<file path="src/rtl/mem_stage.sv">
// ---------------------------------------------------------------------------
// mem_stage
//
// Memory-access stage of the pipelined MIPS core. Takes the EX/MEM register
// contents, performs lw/sw over a ready-handshaked data-memory port, stalls
// the upstream pipeline while an access is outstanding and holds the MEM/WB
// pipeline register. Misaligned addresses and memory timeouts retire as
// one-cycle error pulses with the register write killed.
//
// Parameters:
//   TIMEOUT        max cycles spent in ACCESS waiting for dmem_ready (1..255)
//
// Ports:
//   clk, reset     rising-edge clock, synchronous active-high reset
//   in_*           EX/MEM register fields (valid, ALU result, store data,
//                  mem_read, mem_write, reg_write, destination register)
//   stall          combinational hold request for EX/MEM and earlier stages
//   dmem_*         data-memory port (req registered, others follow inputs)
//   wb_*           MEM/WB register fields
//   addr_err       one-cycle pulse: misaligned memory op retired
//   bus_err        one-cycle pulse: memory access timed out
// ---------------------------------------------------------------------------
module mem_stage #(
    parameter int unsigned TIMEOUT = 16
) (
    input  logic        clk,
    input  logic        reset,
    input  logic        in_valid,
    input  logic [31:0] in_alu_result,
    input  logic [31:0] in_write_data,
    input  logic        in_mem_read,
    input  logic        in_mem_write,
    input  logic        in_reg_write,
    input  logic [4:0]  in_write_reg,
    output logic        stall,
    output logic        dmem_req,
    output logic        dmem_we,
    output logic [31:0] dmem_addr,
    output logic [31:0] dmem_wdata,
    input  logic        dmem_ready,
    input  logic [31:0] dmem_rdata,
    output logic        wb_valid,
    output logic [31:0] wb_result,
    output logic [31:0] wb_read_data,
    output logic        wb_mem_to_reg,
    output logic        wb_reg_write,
    output logic [4:0]  wb_write_reg,
    output logic        addr_err,
    output logic        bus_err
);

    typedef enum logic {
        IDLE   = 1'b0,
        ACCESS = 1'b1
    } state_t;

    // Wait-counter value on the last ACCESS cycle before giving up.
    localparam logic [7:0] LAST_WAIT = 8'(TIMEOUT - 1);

    state_t      state;
    state_t      state_next;
    logic [7:0]  wait_cnt;

    logic        mem_op;
    logic        aligned;
    logic        in_access;
    logic        at_limit;
    logic        mem_ready;
    logic        mem_timeout;
    logic        mem_done;
    logic        is_load;

    logic        wb_valid_d;
    logic [31:0] wb_result_d;
    logic [31:0] wb_read_data_d;
    logic        wb_mem_to_reg_d;
    logic        wb_reg_write_d;
    logic [4:0]  wb_write_reg_d;
    logic        addr_err_d;
    logic        bus_err_d;

    assign mem_op      = in_valid & (in_mem_read | in_mem_write);
    assign aligned     = (in_alu_result[1:0] == 2'b00);
    assign in_access   = (state == ACCESS);
    assign at_limit    = (wait_cnt == LAST_WAIT);
    // Completion takes priority over the timeout when both land together.
    assign mem_ready   = in_access & dmem_ready;
    assign mem_timeout = in_access & ~dmem_ready & at_limit;
    assign mem_done    = mem_ready | mem_timeout;
    // A simultaneous read+write request is treated as a store.
    assign is_load     = in_mem_read & ~in_mem_write;

    // Misaligned ops never stall: they retire straight away with addr_err.
    assign stall      = mem_op & aligned & ~mem_done;

    // Address and data follow the EX/MEM register, which stall keeps stable.
    assign dmem_we    = in_mem_write;
    assign dmem_addr  = in_alu_result;
    assign dmem_wdata = in_write_data;

    // NOTE: every always_comb output gets a default first so no path leaves
    // it unassigned, which would otherwise infer a latch.
    always_comb begin
        state_next = state;
        unique case (state)
            IDLE:    if (mem_op && aligned) state_next = ACCESS;
            ACCESS:  if (mem_done)          state_next = IDLE;
            default: state_next = IDLE;
        endcase
    end

    // MEM/WB next value. A stalled cycle loads a bubble; data fields hold.
    always_comb begin
        wb_valid_d      = 1'b0;
        wb_result_d     = wb_result;
        wb_read_data_d  = wb_read_data;
        wb_mem_to_reg_d = 1'b0;
        wb_reg_write_d  = 1'b0;
        wb_write_reg_d  = wb_write_reg;
        addr_err_d      = 1'b0;
        bus_err_d       = 1'b0;
        if (!stall) begin
            wb_valid_d     = in_valid;
            wb_result_d    = in_alu_result;
            wb_write_reg_d = in_write_reg;
            wb_read_data_d = '0;
            if (mem_op) begin
                // Unstalled aligned op here means the access just finished.
                if (!aligned) begin
                    addr_err_d = 1'b1;
                end else if (mem_timeout) begin
                    bus_err_d = 1'b1;
                end else if (is_load) begin
                    wb_read_data_d  = dmem_rdata;
                    wb_mem_to_reg_d = 1'b1;
                    wb_reg_write_d  = in_reg_write;
                end
            end else begin
                wb_reg_write_d = in_reg_write & in_valid;
            end
        end
    end

    // NOTE: sequential state uses non-blocking assignments so every flop
    // samples the pre-edge values regardless of statement order.
    always_ff @(posedge clk) begin
        if (reset) begin
            state         <= IDLE;
            wait_cnt      <= '0;
            dmem_req      <= 1'b0;
            wb_valid      <= 1'b0;
            wb_result     <= '0;
            wb_read_data  <= '0;
            wb_mem_to_reg <= 1'b0;
            wb_reg_write  <= 1'b0;
            wb_write_reg  <= '0;
            addr_err      <= 1'b0;
            bus_err       <= 1'b0;
        end else begin
            state    <= state_next;
            // Request is a registered copy of the state: high exactly in ACCESS.
            dmem_req <= (state_next == ACCESS);
            // Staying in ACCESS means no ready and limit not reached; any
            // other transition (entry or exit) restarts the count at zero.
            if (in_access && state_next == ACCESS) begin
                wait_cnt <= wait_cnt + 8'd1;
            end else begin
                wait_cnt <= '0;
            end
            wb_valid      <= wb_valid_d;
            wb_result     <= wb_result_d;
            wb_read_data  <= wb_read_data_d;
            wb_mem_to_reg <= wb_mem_to_reg_d;
            wb_reg_write  <= wb_reg_write_d;
            wb_write_reg  <= wb_write_reg_d;
            addr_err      <= addr_err_d;
            bus_err       <= bus_err_d;
        end
    end

endmodule

</file>
<file path="config.mk">
export PLATFORM = sky130hd
export DESIGN_NAME = mem_stage
export DESIGN_NICKNAME = d
export VERILOG_FILES = /design/src/rtl/mem_stage.sv
export SDC_FILE = /design/constraint.sdc
export NUM_CORES = 1
export LEC_CHECK = 0
export CAP_MARGIN = 20
export CORE_ASPECT_RATIO = 0.8
export CORE_MARGIN = 5
export CORE_UTILIZATION = 37
export DETAILED_ROUTE_END_ITERATION = 16
export GPL_TIMING_DRIVEN = 1
export PLACE_DENSITY = 0.85
export SLEW_MARGIN = 10
export SYNTH_ARGS = -nofsm -noshare
export SYNTH_HDL_FRONTEND = slang
export SYNTH_SLANG_ARGS = --single-unit
</file>
<file path="constraint.sdc">
create_clock -name clk -period 3.1 [get_ports clk]
set_input_delay 0.465 -clock clk [delete_from_list [all_inputs] [get_ports clk]]
set_output_delay 0.465 -clock clk [all_outputs]
set_load 0.03 [all_outputs]
</file>
==> impl_metrics.yaml, run 1 <==
placement:
  dp_hpwl_um: 7220
  io_buffers: 184
  dp_worst_setup_slack_ps: 550
  place.gp.congestion: 0.741
timing:
  setup_viol: 0
  holdWs_ps: 438
  period_share_pct: 81.5
  hold_viol_final: 0
  rsz0062_at_grt: "no"
  setup-tns-final_ps: 0
  tightest_slew_ps: 657
  slew_headroom_pct: 56.2
  fmaxAchievable_ghz: 0.396
  fin_worst_skew_ps: 10.4
  fin_ws_ps: 573
  final-max-slew-violation-count: 0
  period_needed_ps: 2530
cts:
  post_cts_buffers: 0
  clockBufferDepth: 2
  cts-resized-gates: 0
  cts.reportedPaths.clkPinSlew_ps: 60
  htreeDepth: 3
  hold_buffers: 0
  numCtsBuffers: 9
  clock_latency_ps: 330
  cts_root_buffer: "clkbuf_16"
  cts_tree: "yes"
  clock-sinks: 83
grt:
  gr-total-overflow: 0
  grt_usage_pct: 15.4
  grt_max_degree: 71
  grt_pass1_wl_um: 14500
  grt_pass1_vias: 2882
  antenna_found_initial: 0
die:
  start_util_pct: 38.0
  die_area_um2: 11400
  top_level_ports: 249
  rows: 31
  coreArea_um2: 9110
  fp.dieW_um: 118
  die_h_um: 96.6
synthesis:
  postSynthCellCount: 353
  yosys_most_used_dff: "dfxtp_1"
  synth_top_area_share_pct: 47.9
  ys_ff_latch: 83
  synth-edff-count: 0
  synth_warnings: 0
  synth_area_um2: 3470
  synth_area_leaders: "dfxtp_1, buf_4, mux2i_1, a22o_1, nand2_1"
  async_flop_share_pct: 0
  yosys.cell_types.count: 29
  synth_nets: 462
  syn_area_per_cell_um2: 9.82
  yosysTopAreaCell: "dfxtp_1"
  seq_area_frac_synth_pct: 47.9
layout:
  antenna_cells: 0
  areaGrowthSynthToFinish_pct: 51.2
  layout_common_cells: "clkdlybuf4s50_1, dfxtp_1, nand2_1, mux2i_1, a22o_1"
  nets: 580
  layout_commonest_cell: "clkdlybuf4s50_1"
  layout-drive-gt1-share_pct: 6.09
  top_regs: "wb_read_data x32, wb_result x32, wait_cnt x8"
  fill_cells: 796
detailed_routing:
  drc_errors: 0
  vias: 2759
  wl_per_cell_um: 15.8
  drt-initial-drc-count: 92
  drtPass1Iterations: 4
  routed_wl_um: 9360
  routed_via_density: 4.67
  ant_nets: 0
critical_path:
  cp_max_fo: 5
  cpPeakStageDelay_ps: 590
  cp-start-kind: "input pin"
  path_class: "in2out"
  cp_num_buf_inv: 2
  end_kind: "output pin"
  cp_data_required_time_ps: 2630
  path_cells: "clkdlybuf4s50_1, nor2_2, nand3b_1, nor3b_2, buf_4"
  crit_family: "buffers and inverters"
  cp.arrival_ps: 2060
  critPathSlowestCell: "clkdlybuf4s50_1"
outcome:
  status: "completed"
power_and_ir_drop:
  ir_drop_uv: 343
  power_density_nw_per_um2: 514
  static-leakage-power_nw: 1.98
min_path:
  hold_class: "reg2reg"
run:
  maxCapViolCount: 0
power by group:
part	internal [W]	switching, W
combinational	0.000204	0.000208
clock	0.000720	0.000446
sequential	0.00110	0.0000183
per-stage QoR:
step	instances	instance area, um^2	utilization, %	total power, W
global route	591	5240	57.5	0.00280
floorplan	353	3470	-	0.00143
CTS	591	5240	57.5	0.00272
global placement	575	4910	53.9	0.00155
detailed placement	575	4910	53.9	0.00156
finish	591	5240	57.5	0.00270
per-layer routing:
metal | vias up | track usage (%) | wire length (um)
met5 | - | 0 | 0
met1 | 1286 | 17.2 | 3760
li1 | 1348 | - | -
met3 | 12 | 6.46 | 721
met2 | 113 | 26.4 | 4690
met4 | 0 | 6.40 | 184
final timing paths:
| path | from | to | slack [ps] | cells past startpoint |
|---|---|---|---|---|
| setup / recovery | in_mem_write | stall | 570 | 5 |
| setup reg to reg | wait_cnt[0] | wb_write_reg[1] | 950 | 6 |
| hold / removal | wait_cnt[0] | wait_cnt[0] | 440 | 1 |
| hold reg to reg | wait_cnt[0] | wait_cnt[0] | 440 | 1 |
layout make-up:
class / count / area [um^2] / share of cell area (%)
repair buffers: 189 / 1880 / 35.8
inverters: 4 / 15.0 / 0.286
clock buffers: 9 / 225 / 4.30
flip-flops and latches: 83 / 1660 / 31.7
clock inverters: 7 / 105 / 2.01
well taps: 115 / 144 / 2.75
multi-input cells: 184 / 1210 / 23.2
synth_stat cells, types with 2 or more instances:
library cell and number:
dfxtp_1 83, nand2_1 72, buf_4 67, mux2i_1 35, a22o_1 34, nor2_1 13
clkbuf_1 9, nor2b_1 4, buf_2 3, buf_6 3, inv_1 3, nand3_1 3
xnor2_1 3, xor2_1 3, and3_1 2, nand4_1 2, nor3b_1 2
kinds of logic after synthesis:
| family | share of synthesized area (%) |
|---|---|
| compound gates | 8.99 |
| xor+xnor | 1.52 |
| fa+ha+maj | 0.361 |
| simple gates | 13.8 |
| buf+inv | 17.3 |
| flops | 47.9 |
| mux | 10.1 |
worst register-to-register path, stage by stage (launching register included):
cell and delay, ps:
dfxtp_1 320, ha_1 220, and3_1 230, nand4_1 210, nor3b_2 440, buf_4 400
mux2i_1 250
Power figures use the tool's default switching activity.
==> inputs of run 2 (changes only) <==
--- a/config.mk
+++ b/config.mk
@@ -8,10 +8,10 @@
 export CAP_MARGIN = 20
 export CORE_ASPECT_RATIO = 0.8
 export CORE_MARGIN = 5
-export CORE_UTILIZATION = 37
+export CORE_UTILIZATION = 35
 export DETAILED_ROUTE_END_ITERATION = 16
 export GPL_TIMING_DRIVEN = 1
-export PLACE_DENSITY = 0.85
+export PLACE_DENSITY = 0.81
 export SLEW_MARGIN = 10
 export SYNTH_ARGS = -nofsm -noshare
 export SYNTH_HDL_FRONTEND = slang
==> constraint.sdc (replaced) <==
create_clock -name clk -period 2.6 [get_ports clk]
set_input_delay 0.39 -clock clk [delete_from_list [all_inputs] [get_ports clk]]
set_output_delay 0.39 -clock clk [all_outputs]
set_load 0.03 [all_outputs]
==> impl_metrics.yaml, run 2 (same netlist as run 1, synthesis figures left out) <==
outcome:
  status: "completed"
timing:
  setup-tns-final_ps: 0
  period_needed_ps: 2270
  fin_worst_skew_ps: 7.13
  final-max-slew-violation-count: 0
  fmaxAchievable_ghz: 0.441
  tightest_slew_ps: 384
  slew_headroom_pct: 73.8
  setup_viol: 0
  period_share_pct: 87.2
  rsz0062_at_grt: "no"
  hold_viol_final: 0
  fin_ws_ps: 333
cts:
  cts_root_buffer: "clkbuf_16"
  clockBufferDepth: 2
  cts.reportedPaths.clkPinSlew_ps: 60
  numCtsBuffers: 9
  cts-resized-gates: 0
  clock_latency_ps: 340
  htreeDepth: 3
  hold_buffers: 0
  clock-sinks: 83
  post_cts_buffers: 0
  cts_tree: "yes"
power_and_ir_drop:
  power.total_w: 0.00313
  ir_drop_uv: 379
  static-leakage-power_nw: 1.98
  power_density_nw_per_um2: 592
  p_clk_share_pct: 41.7
  p_switching_w: 0.000795
  sw_frac_of_total_pct: 25.4
  power_frac_comb_pct: 15.9
  p_int_w: 0.00234
  seq_power_share_pct: 42.5
layout:
  top_regs: "wb_read_data x32, wb_result x32, wait_cnt x8"
  fill_cells: 841
  nets: 580
  final_util_pct: 54.8
  layout_common_cells: "clkdlybuf4s50_1, dfxtp_1, nand2_1, mux2i_1, a22o_1"
  antenna_cells: 0
  areaGrowthSynthToFinish_pct: 52.5
  instances_no_fill: 612
  layout_commonest_cell: "clkdlybuf4s50_1"
  layout-drive-gt1-share_pct: 6.09
min_path:
  hp-start: "wait_cnt[0]"
  hold-path-cell-count: 1
  hold_class: "reg2reg"
critical_path:
  cp-start-kind: "input pin"
  reg2reg_to: "wb_result[18]"
  crit_family: "buffers and inverters"
  reg2regPathDepth: 6
  worst-path-stages: 5
  r2r_setup_slack_ps: 690
  critPathSlowestCell: "clkdlybuf4s50_1"
  cp.arrival_ps: 1880
  endpoint: "stall"
  path_class: "in2out"
  end_kind: "output pin"
  path_cells: "clkdlybuf4s50_1, nor2_2, nand3b_1, nor3b_2, buf_4"
  cp_data_required_time_ps: 2210
  cpPeakStageDelay_ps: 580
  startpoint: "in_mem_write"
  cp_max_fo: 4
  cp_num_buf_inv: 2
  r2r_start: "wait_cnt[0]"
detailed_routing:
  drtPass1Iterations: 4
  wl_per_cell_um: 15.0
  ant_nets: 0
  drc_errors: 0
  drt-initial-drc-count: 128
  routed_wl_um: 9180
  vias: 2791
  routed_via_density: 4.56
placement:
  dp_worst_setup_slack_ps: 340
  dp_hpwl_um: 6970
  place.gp.congestion: 0.794
  io_buffers: 184
  place_inst: 596
die:
  die_area_um2: 12000
  die_h_um: 99.0
  fp.dieW_um: 121
  start_util_pct: 35.9
  coreArea_um2: 9650
  top_level_ports: 249
  rows: 32
grt:
  grt_pass1_vias: 3011
  grt_max_degree: 56
  antenna_found_initial: 0
  gr-total-overflow: 0
  grt_pass1_wl_um: 14800
  grt_usage_pct: 15.3
run:
  maxCapViolCount: 0
==> run 2: changes by cell type in the layout (fill, tap and decap cells not counted), sizes merged <==
cell    delta
bufinv     -1
clkbuf     +1
clkinv     +3
inv        -3
==> run 2: worst min-delay path by stage <==
stage | endpoint | slack [ps]
after global placement | wait_cnt[0] | 420
after global routing | wait_cnt[0] | 480
after floorplan | wait_cnt[0] | 410
after detailed placement | wait_cnt[0] | 430
after CTS | wait_cnt[0] | 450
final | wait_cnt[0] | 440
==> run 2: area by class of cell <==
class	instances	area [um^2]	share of cell area (%)
Timing Repair Buffer	189	1910	36.2
Multi-Input combinational cell	184	1210	23.0
Inverter	4	15.0	0.284
Tap cell	136	170	3.22
Clock buffer	10	239	4.52
Clock inverter	6	72.6	1.37
Sequential cell	83	1660	31.4
==> run 2: routing by layer <==
metal	vias up	track usage, %	wire, um
met3	17	7.80	966
met4	0	5.25	86
met2	138	25.8	4430
met1	1287	16.6	3700
met5	-	0	0
li1	1349	-	-
==> run 2: through the flow <==
step	hold slack [ps]	cell area, um^2
final	440	5290
after global routing	481	5290
after detailed placement	434	4970
after CTS	445	5290
after global placement	422	4970
after floorplan	413	3470
==> run 2: power groups by stage <==
| stage | Combinational, W | Clock [W] | Sequential [W] |
|---|---|---|---|
| 2_1_floorplan | 0.000272 | 0 | 0.00144 |
| 3_3_place_gp | 0.000495 | 0 | 0.00136 |
| 3_5_place_dp | 0.000500 | 0 | 0.00136 |
| 4_1_cts | 0.000503 | 0.00135 | 0.00133 |
| 5_1_grt | 0.000525 | 0.00140 | 0.00134 |
| 6_report | 0.000497 | 0.00130 | 0.00133 |
==> run 2: worst reg2reg max path, stage by stage (launching register included) <==
cell,delay [ps]
dfxtp_1,320
ha_1,220
and3_1,220
nand4_1,190
nor3b_2,360
buf_12,270
mux2i_1,260
==> inputs of run 3 (changes only) <==
--- a/config.mk
+++ b/config.mk
@@ -8,10 +8,10 @@
 export CAP_MARGIN = 20
 export CORE_ASPECT_RATIO = 0.8
 export CORE_MARGIN = 5
-export CORE_UTILIZATION = 35
+export CORE_UTILIZATION = 37
 export DETAILED_ROUTE_END_ITERATION = 16
-export GPL_TIMING_DRIVEN = 1
-export PLACE_DENSITY = 0.81
+export MAX_ROUTING_LAYER = met4
+export PLACE_DENSITY = 0.85
 export SLEW_MARGIN = 10
 export SYNTH_ARGS = -nofsm -noshare
 export SYNTH_HDL_FRONTEND = slang
==> constraint.sdc (replaced) <==
create_clock -name clk -period 2.8 [get_ports clk]
set_input_delay 0.42 -clock clk [delete_from_list [all_inputs] [get_ports clk]]
set_output_delay 0.42 -clock clk [all_outputs]
set_load 0.03 [all_outputs]
==> impl_metrics.yaml, run 3 (same netlist as run 1, synthesis figures left out) <==
grt:
  grt_pass1_vias: 2841
  grt_max_degree: 34
  grt_usage_pct: 16.3
  grt_pass1_wl_um: 14400
  antenna_found_initial: 0
  gr-total-overflow: 0
critical_path:
  critPathSlowestCell: "nor3b_2"
  r2r_setup_slack_ps: 700
  path_cells: "ha_1, and3_1, nand4_1, nor3b_2, buf_4"
  reg2regPathDepth: 6
  cpPeakStageDelay_ps: 440
  end_kind: "output pin"
  cp_max_fo: 6
  path_class: "reg2out"
  cp.arrival_ps: 2010
  cp_data_required_time_ps: 2380
  r2r_start: "wait_cnt[0]"
  reg2reg_to: "wb_write_reg[1]"
  cp-start-kind: "register"
cts:
  hold_buffers: 0
  cts.reportedPaths.clkPinSlew_ps: 60
  htreeDepth: 3
  clockBufferDepth: 2
  post_cts_buffers: 0
  clock-sinks: 83
  cts_root_buffer: "clkbuf_16"
  numCtsBuffers: 9
  cts_tree: "yes"
  clock_latency_ps: 330
  cts-resized-gates: 0
die:
  fp.dieW_um: 118
  rows: 31
  die_h_um: 96.6
  die_area_um2: 11400
  top_level_ports: 249
  coreArea_um2: 9110
  start_util_pct: 38.0
layout:
  instances_no_fill: 594
  antenna_cells: 0
  layout_common_cells: "clkdlybuf4s50_1, dfxtp_1, nand2_1, mux2i_1, a22o_1"
  layout-drive-gt1-share_pct: 6.47
  top_regs: "wb_read_data x32, wb_result x32, wait_cnt x8"
  nets: 583
  layout_commonest_cell: "clkdlybuf4s50_1"
  areaGrowthSynthToFinish_pct: 52.1
min_path:
  hold-path-cell-count: 1
  min_to: "wait_cnt[0]"
  hp-start: "wait_cnt[0]"
  hold_class: "reg2reg"
power_and_ir_drop:
  power_density_nw_per_um2: 554
  power.total_w: 0.00292
  ir_drop_uv: 498
  static-leakage-power_nw: 2.00
timing:
  slew_headroom_pct: 61.3
  setup_viol: 0
  fmaxAchievable_ghz: 0.411
  tightest_slew_ps: 580
  setup-tns-final_ps: 0
  fin_ws_ps: 368
  period_share_pct: 86.8
  final-max-slew-violation-count: 0
  rsz0062_at_grt: "no"
  period_needed_ps: 2430
  hold_viol_final: 0
  fin_worst_skew_ps: 6.26
detailed_routing:
  routed_via_density: 4.69
  vias: 2783
  ant_nets: 0
  wl_per_cell_um: 15.9
  drc_errors: 0
  drt-initial-drc-count: 74
  routed_wl_um: 9470
  drtPass1Iterations: 4
placement:
  place_inst: 578
  io_buffers: 184
  place.gp.congestion: 0.783
  dp_worst_setup_slack_ps: 370
  dp_hpwl_um: 7320
run:
  maxCapViolCount: 0
outcome:
  status: "completed"
run 3: worst max-delay path by stage:
| stage | startpoint | to | slack (ps) | cells past startpoint |
|---|---|---|---|---|
| finish | wait_cnt[0] | stall | 370 | 5 |
| global route | wait_cnt[0] | stall | 240 | 5 |
| CTS | wait_cnt[0] | stall | 380 | 5 |
| detailed placement | in_mem_write | wb_result[7] | 370 | 6 |
| global placement | in_mem_write | stall | 420 | 5 |
| floorplan | wait_cnt[0] | stall | 930 | 5 |
run 3: area by class of cell:
cell class / instances / area, um^2
Timing Repair Buffer: 192 / 1920
Tap cell: 115 / 144
Sequential cell: 83 / 1660
Inverter: 4 / 15.0
Fill cell: 779 / 3840
Clock buffer: 13 / 270
Multi-Input combinational cell: 184 / 1210
Clock inverter: 3 / 43.8
run 3: metrics by stage:
| stage | utilization [%] | instance area, um^2 | hold slack, ps |
|---|---|---|---|
| 5_1_grt | 57.8 | 5270 | 483 |
| 3_3_place_gp | 54.4 | 4960 | 424 |
| 4_1_cts | 57.8 | 5270 | 453 |
| 2_1_floorplan | - | 3470 | 413 |
| 6_report | 57.8 | 5270 | 454 |
| 3_5_place_dp | 54.4 | 4960 | 443 |
run 3: power by group:
part | leakage (nW) | total (W) | switching, W | internal [W]
combinational | 1.17 | 0.000464 | 0.000232 | 0.000232
clock | 0.156 | 0.00122 | 0.000453 | 0.000766
sequential | 0.679 | 0.00124 | 0.0000198 | 0.00122
run 3: layer usage:
metal  vias up  global-route usage [%]  wire [um]
met3        16                    6.23        616
met5         -                       -          0
met4         0                    5.92        186
met2       110                    28.0       4830
met1      1306                    17.6       3830
li1       1351                       -          -
run 3: worst max-delay path, delay by kind of cell (launching register included):
kind	cells	cell delay (ps)
flip-flops	1	320
adder cells (fa/ha/maj)	1	220
buffers and inverters	1	240
AND/OR/NAND/NOR	3	900
